**src/rtl/nibble_serial_pkg.sv**
```systemverilog
// Shared types and constants for the nibble-serial adder.
// The nibble width is fixed by the 4-bit adder datapath.
package nibble_serial_pkg;

  localparam int NIB_W = 4;

  typedef enum logic [1:0] {
    IDLE = 2'd0,
    RUN  = 2'd1,
    DONE = 2'd2
  } state_t;

endpackage

```
**src/rtl/fa_4b.sv**
```systemverilog
// 4-bit ripple-carry adder built from a chain of full-adder cells.
// It serves as the per-nibble datapath of the serial adder.
module fa_4b (
  input  logic [3:0] a,
  input  logic [3:0] b,
  input  logic       c_in,
  output logic [3:0] s,
  output logic       c_out
);

  logic [4:0] c;

  // Each bit's carry feeds the next cell, from bit 0 up to bit 3.
  always_comb begin
    c    = '0;
    s    = '0;
    c[0] = c_in;
    for (int i = 0; i < 4; i++) begin
      s[i]     = a[i] ^ b[i] ^ c[i];
      c[i + 1] = (a[i] & b[i]) | (c[i] & (a[i] ^ b[i]));
    end
    c_out = c[4];
  end

endmodule

```
**src/rtl/nibble_serial_adder.sv**
```systemverilog
// Multi-cycle WIDTH-bit adder that pushes one nibble per clock through a single
// 4-bit ripple adder, LSB nibble first, with valid/ready handshakes on both sides.
module nibble_serial_adder #(
  parameter int WIDTH = 16
) (
  input  logic             clk,
  input  logic             rst,
  input  logic             in_valid,
  output logic             in_ready,
  input  logic [WIDTH-1:0] a,
  input  logic [WIDTH-1:0] b,
  input  logic             c_in,
  output logic             out_valid,
  input  logic             out_ready,
  output logic [WIDTH-1:0] sum,
  output logic             c_out
);

  import nibble_serial_pkg::*;

  localparam int NIB   = WIDTH / NIB_W;
  localparam int CNT_W = (NIB > 1) ? $clog2(NIB) : 1;
  localparam logic [CNT_W-1:0] LAST = CNT_W'(NIB - 1);

  state_t           state;
  state_t           state_nxt;
  logic [WIDTH-1:0] a_sh;
  logic [WIDTH-1:0] b_sh;
  logic [WIDTH-1:0] sum_sh;
  logic [WIDTH-1:0] sum_full;
  logic [WIDTH-1:0] sum_q;
  logic             carry_q;
  logic             c_out_q;
  logic [CNT_W-1:0] cnt;
  logic [NIB_W-1:0] fa_s;
  logic             fa_co;

  fa_4b u_fa (
    .a    (a_sh[NIB_W-1:0]),
    .b    (b_sh[NIB_W-1:0]),
    .c_in (carry_q),
    .s    (fa_s),
    .c_out(fa_co)
  );

  // New nibble enters at the top while older nibbles move down; this form
  // also degenerates cleanly to just fa_s when there is a single nibble.
  assign sum_full = WIDTH'({fa_s, sum_sh} >> NIB_W);

  always_ff @(posedge clk or posedge rst) begin
    if (rst) begin
      state <= IDLE;
    end else begin
      state <= state_nxt;
    end
  end

  always_comb begin
    state_nxt = state;
    in_ready  = 1'b0;
    out_valid = 1'b0;
    case (state)
      IDLE: begin
        in_ready = 1'b1;
        if (in_valid) state_nxt = RUN;
      end
      RUN: begin
        if (cnt == LAST) state_nxt = DONE;
      end
      DONE: begin
        out_valid = 1'b1;
        if (out_ready) state_nxt = IDLE;
      end
      default: state_nxt = IDLE;
    endcase
  end

  // The visible result only updates on the final nibble, so sum/c_out stay
  // stable from one completed operation to the next.
  always_ff @(posedge clk or posedge rst) begin
    if (rst) begin
      a_sh    <= '0;
      b_sh    <= '0;
      sum_sh  <= '0;
      sum_q   <= '0;
      carry_q <= 1'b0;
      c_out_q <= 1'b0;
      cnt     <= '0;
    end else begin
      case (state)
        IDLE: begin
          if (in_valid) begin
            a_sh    <= a;
            b_sh    <= b;
            carry_q <= c_in;
            cnt     <= '0;
          end
        end
        RUN: begin
          a_sh    <= a_sh >> NIB_W;
          b_sh    <= b_sh >> NIB_W;
          sum_sh  <= sum_full;
          carry_q <= fa_co;
          cnt     <= cnt + 1'b1;
          if (cnt == LAST) begin
            sum_q   <= sum_full;
            c_out_q <= fa_co;
          end
        end
        default: ;
      endcase
    end
  end

  assign sum   = sum_q;
  assign c_out = c_out_q;

endmodule
```
**config.mk**
```make
export PLATFORM = sky130hd
export DESIGN_NAME = nibble_serial_adder
export DESIGN_NICKNAME = d
export VERILOG_FILES = /design/src/rtl/nibble_serial_pkg.sv /design/src/rtl/fa_4b.sv /design/src/rtl/nibble_serial_adder.sv
export SDC_FILE = /design/constraint.sdc
export NUM_CORES = 1
export LEC_CHECK = 0
export BUFFER_PORTS_ARGS = -buffer_cell sky130_fd_sc_hd__buf_2
export CORE_MARGIN = 4
export CORE_UTILIZATION = 55
export CTS_CLUSTER_SIZE = 24
export DETAILED_ROUTE_END_ITERATION = 12
export GPL_ROUTABILITY_DRIVEN = 0
export HOLD_SLACK_MARGIN = 0.06
export PLACE_DENSITY = 0.79
export SLEW_MARGIN = 30
export SYNTH_ARGS = -nofsm -noshare
export SYNTH_HDL_FRONTEND = slang
export SYNTH_SLANG_ARGS = --single-unit
```
**constraint.sdc**
```tcl
create_clock -name clk -period 6.9 [get_ports clk]
set_clock_uncertainty 0.05 [all_clocks]
set_input_delay 2.07 -clock clk [delete_from_list [all_inputs] [get_ports clk]]
set_output_delay 2.07 -clock clk [all_outputs]
set_load 0.01 [all_outputs]
```
==> flow_summary.ini, run 1 <==
[run_status]
run_status = complete, no violations

[layout]
diodes = 0
final_core_util_pct = 66.6
syn2layout_area_growth_pct = 17.5
fill_cells = 417
final_nets = 333
design_area_um2 = 3400
instances_no_fill = 366
drive_above_1_share_pct = 35.5

[synthesis]
synth.avg_cell_area_um2 = 12.1
synth_area_leader_cell = dfrtp_1
synth_nets = 281
synth.distinct_cells = 33
ys_ff_latch = 66
syn_area_um2 = 2900
synth_cells = 239
synth_top_cells_by_area = dfrtp_1 (57%), mux2_2 (6.6%), mux2_4 (3.6%), o22ai_1 (3.5%), a21oi_1 (2.9%)
synth-seq-area-share_pct = 57.0
synth_top_cell_area_share_pct = 57.0
synth_warnings = 0

[placed_design]
detailedPlace.worstSlack_ps = 3400
detailed_place_hpwl_um = 3910
placed_cells = 349
port_buffers = 55
placed_area_um2 = 3170

[clocking]
h-tree-depth = 3
clock_path_buffers = 2
hold_buffers = 0
post_cts_buffers = 0
cts.sinks = 66
clkSlewWorstSetupHoldPaths_ps = 70
cts-resized-gates = 0
cts_buffers = 9
cts_tree = yes
insertion_delay_ps = 340
root_buffer = clkbuf_8

[drt]
drc = 0
first_pass_iters = 4
vias = 2013
postRouteAntennaNets = 0
wl_per_cell_um = 15.7
via_per_inst = 5.50
drt_wl_total_um = 5740
drt_iter0_drc = 76

[die]
io-pin-count = 56
initial_utilization_pct = 56.7
die_area_um2 = 6490
coreArea_um2 = 5110
die_h_um = 80.6
die_w_um = 80.6
row_count = 26

[global_routing]
grtUsageTotal_pct = 20.1
antenna_found_initial = 0
grt-ovfl-total = 0
grt_pass1_wl_um = 9700
grt_max_degree = 67
grt_pass1_vias = 2047

[min_path]
hold_class = flip-flop to flip-flop

[timing]
worst_pin_slew_ps = 811
fin_crit_sh_pct = 56.6
fmax_ghz = 0.256
rsz0062_at_grt = false
tns_ps = 0
setup_viol = 0
setup_ws_ps = 3000
slew_violations = 0
slew_headroom_pct = 46.0
hold_viol = 0
worst_hold_slack_ps = 446
final.min_clock_period_ps = 3900

[setup_path]
cp.arrival_ps = 1780
crit_required_ps = 4780
ff2ff_setup_slack_ps = 4600
criticalPathCategory = flip-flop to output port
crit_fanout = 23
path_cells = inv_1, nor2_1, buf_2
cp-end-kind = output port
cp-start-kind = flip-flop
cpPeakStageDelay_ps = 730
cpMaxStageDelayCell = dfrtp_1

[power_and_ir_drop]
total_power_mw = 1.74
powerDensity_nw_per_um2 = 510
leakage_nw = 1.60
peakVddDrop_mv = 0.350

[job]
maxCapViolations = 0
==> state kept, by name, summed over array words and instances, names as in the netlist <==
| signal | count |
|---|---|
| c_out | 1 |
| b_sh | 16 |
| a_sh | 16 |
| cnt | 2 |
| state | 2 |
| sum | 16 |
| carry_q | 1 |
| sum_sh | 12 |
==> cells in the final DEF, fill, tap and decap left out, drive strengths merged, types with 5 or more instances in the layout <==
master / synthesis / routed
o22ai: 16 / 16
nor2: 12 / 12
nor3b: 5 / 5
mux2: 24 / 24
inv: 13 / 13
nand3b: 5 / 5
a21oi: 17 / 17
nand2: 10 / 10
nor2b: 5 / 5
clkbuf: 2 / 11
buf: 14 / 57
dfrtp: 66 / 66
o21ai: 14 / 14
==> per-layer routing <==
layer	vias up	global-route usage, %	share of wire, %
met5	-	0	0
li1	959	-	-
met3	16	3.92	6.5
met1	968	26.0	43
met4	0	11.7	3.0
met2	70	31.5	47
==> Yosys cell counts, drive strengths merged <==
cell type and instances:
a22o 3, o31ai 1, o221a 4, inv 13
buf 14, nor2b 5, nand2b 4, a221oi 4
nor3 4, clkbuf 2, nand3b 5, fa 4
nor2 12, nand2 10, o22a 4, dfrtp 66
a21oi 17, a211o 1, ha 1, mux2 24
nor3b 5, o2bb2ai 1, o22ai 16, clkinv 1
o21bai 1, o21ai 14, a32o 2, o21ba 1
==> cell families after synthesis <==
family / synth area share [%]
AO/OA/AOI/OAI: 16.2
adder cells (fa/ha/maj): 3.20
buffers and inverters: 5.10
flip-flops: 57.0
multiplexers: 10.2
AND/OR/NAND/NOR: 8.17
==> power by group <==
group	internal (mW)	switching [mW]
Clock	0.212	0.145
Sequential	0.578	0.137
Combinational	0.338	0.325
==> cell type report <==
cell class | count | area, um^2 | share of cell area [%]
flip-flops and latches | 66 | 1650 | 48.5
multi-input cells | 143 | 1100 | 32.3
repair buffers | 57 | 294 | 8.64
clock buffers | 11 | 141 | 4.15
well taps | 70 | 87.6 | 2.57
clock inverters | 5 | 77.6 | 2.28
inverters | 14 | 52.6 | 1.54
==> critical path: cells and delay by family (launching register included) <==
family / cells / cell delay, ps
buffers and inverters: 2 / 550
flip-flops: 1 / 730
AND/OR/NAND/NOR: 1 / 170
==> path summary, 6_finish.rpt <==
check / start / endpoint / cells after the start
setup / recovery: state[1] / out_valid / 3
hold / removal: sum[13] / sum[13] / 2
setup reg to reg: b_sh[0] / sum_sh[15] / 8
hold reg to reg: sum[13] / sum[13] / 2
max in group asynchronous: rst / a_sh[6] / 3
min in group asynchronous: rst / sum[10] / 3
No activity file was read; power rests on OpenSTA's default activity.
==> run 2: changes to the inputs <==
--- a/config.mk
+++ b/config.mk
@@ -5,14 +5,15 @@
 export SDC_FILE = /design/constraint.sdc
 export NUM_CORES = 1
 export LEC_CHECK = 0
+export ABC_AREA = 1
 export BUFFER_PORTS_ARGS = -buffer_cell sky130_fd_sc_hd__buf_2
 export CORE_MARGIN = 4
-export CORE_UTILIZATION = 55
+export CORE_UTILIZATION = 50
 export CTS_CLUSTER_SIZE = 24
 export DETAILED_ROUTE_END_ITERATION = 12
 export GPL_ROUTABILITY_DRIVEN = 0
 export HOLD_SLACK_MARGIN = 0.06
-export PLACE_DENSITY = 0.79
+export PLACE_DENSITY = 0.75
 export SLEW_MARGIN = 30
 export SYNTH_ARGS = -nofsm -noshare
 export SYNTH_HDL_FRONTEND = slang
==> constraint.sdc (replaced) <==
create_clock -name clk -period 3.5 [get_ports clk]
set_clock_uncertainty 0.05 [all_clocks]
set_input_delay 1.05 -clock clk [delete_from_list [all_inputs] [get_ports clk]]
set_output_delay 1.05 -clock clk [all_outputs]
set_load 0.01 [all_outputs]
==> flow_summary.ini, run 2 <==
[run_status]
run_status = complete, no violations

[layout]
drive_above_1_share_pct = 19.4
multi_input_area_um2 = 1090
diodes = 0
layout.area.seq_um2 = 1650
final_cell_mix = nand2_1 (109), dfrtp_1 (66), inv_1 (65)
final_nets = 467
final_common_cell = nand2_1
fill_cells = 573
syn2layout_area_growth_pct = 13.0

[die]
io-pin-count = 56
die_area_um2 = 7650
coreArea_um2 = 6030
row_count = 28
die_w_um = 87.5
die_h_um = 87.5
initial_utilization_pct = 52.4

[clocking]
hold_buffers = 0
clkSlewWorstSetupHoldPaths_ps = 70
cts_buffers = 9
clock_path_buffers = 2
insertion_delay_ps = 340
post_cts_buffers = 0
cts_tree = yes
cts.sinks = 66
h-tree-depth = 3
root_buffer = clkbuf_8
cts-resized-gates = 0

[placed_design]
detailedPlace.worstSlack_ps = 1250
port_buffers = 55
detailed_place_hpwl_um = 4020

[power_and_ir_drop]
powerDensity_nw_per_um2 = 943
peakVddDrop_mv = 0.489
leakage_nw = 2.02

[global_routing]
grt_max_degree = 77
grt_pass1_vias = 2375
grtUsageTotal_pct = 18.0
antenna_found_initial = 0
grt-ovfl-total = 0
grt_pass1_wl_um = 10700

[drt]
via_per_inst = 4.97
drt_wl_total_um = 6130
postRouteAntennaNets = 0
drc = 0
first_pass_iters = 4
vias = 2498
drt_iter0_drc = 127
wl_per_cell_um = 12.2

[timing]
slew_headroom_pct = 44.8
hold_viol = 0
tns_ps = 0
worst_pin_slew_ps = 828
slew_violations = 0
setup_viol = 0
fmax_ghz = 0.412
fin_crit_sh_pct = 69.4
rsz0062_at_grt = false
setup_ws_ps = 1070
final.min_clock_period_ps = 2430

[setup_path]
critPathLaunch = state[1]
cp-start-kind = flip-flop
cpMaxStageDelayCell = dfrtp_1
crit_family = flip-flops
path_cells = nor2_2, buf_2
criticalPathCategory = flip-flop to output port
cp-end-kind = output port
crit_fanout = 10
critPathBufInv = 1
crit_required_ps = 2400
r2r_start = a_sh[0]
cpPeakStageDelay_ps = 430
cp.arrival_ps = 1330

[synthesis]
ys_ff_latch = 66
synth-edff-count = 0
synth-seq-area-share_pct = 52.3
synth.distinct_cells = 24
synth_nets = 419
synth.avg_cell_area_um2 = 8.38
synth_top_cell_area_share_pct = 52.3
synthTopCellsByCount = nand2_1 (109), dfrtp_1 (66), inv_1 (66), nand3_1 (64), o21ai_0 (21)
synth_top_cells_by_area = dfrtp_1 (52%), nand2_1 (13%), nand3_1 (10%), inv_1 (7.8%), o21ai_0 (3.3%)
synth_area_leader_cell = dfrtp_1
synth.most_common_cell = nand2_1
synth_cells = 377
synth-async-reset-ratio_pct = 100
synth_warnings = 0
syn_area_um2 = 3160
ys.flop_type = dfrtp_1

[min_path]
worstHoldStart = sum[2]
hold_class = flip-flop to flip-flop

[job]
maxCapViolations = 0
-- run 2: cells by family (layout without fill, tap and decap cells) --
logic type	Yosys count	count (layout)	synth area share, %
AO/OA/AOI/OAI	36	36	6.14
buffers and inverters	88	139	13.3
AND/OR/NAND/NOR	182	182	25.3
adder cells (fa/ha/maj)	5	5	2.93
flip-flops	66	66	52.3
-- run 2: metrics by stage --
step	total power, mW	util, %	hold slack [ps]	instances	area (um^2)
floorplan	2.53	-	400	377	3160
global placement	2.71	56.1	400	489	3380
detailed placement	2.76	56.1	404	489	3380
CTS	3.41	59.3	421	503	3570
global route	3.72	59.3	457	503	3570
finish	3.37	59.3	415	503	3570
-- run 2: final cells by class --
cell class                      instances  share of cell area (%)
Clock buffer                           12                    4.34
Clock inverter                          2                    1.05
Inverter                               68                    7.15
Multi-Input combinational cell        223                    30.4
Sequential cell                        66                    46.3
Tap cell                               75                    2.63
Timing Repair Buffer                   57                    8.13
-- run 2: power breakdown --
group	total (mW)	internal, mW	switching [mW]
clock	0.633	0.360	0.273
combinational	1.43	0.499	0.934
sequential	1.30	1.12	0.183
total	3.37	1.98	1.39
-- run 2: worst min-delay path, delay by kind of cell (launching register included) --
kind | cells | cell delay (ps)
AND/OR/NAND/NOR | 2 | 90
flip-flops | 1 | 340
-- run 2: metal layers --
metal / up-vias / global-route usage (%) / wire length [um]
met3: 10 / 5.01 / 399
li1: 1252 / - / -
met1: 1168 / 23.7 / 2750
met2: 68 / 27.7 / 2910
met5: - / 0 / 0
met4: 0 / 7.53 / 71
-- run 2: worst paths after layout --
check	endpoint	slack [ps]	depth (start not counted)
max in group asynchronous	a_sh[3]	1960	3
worst min register to register	sum[2]	410	2
worst min-delay path	sum[2]	410	2
worst max-delay path	in_ready	1070	2
min in group asynchronous	sum[0]	900	3
worst max register to register	sum_sh[15]	1240	8
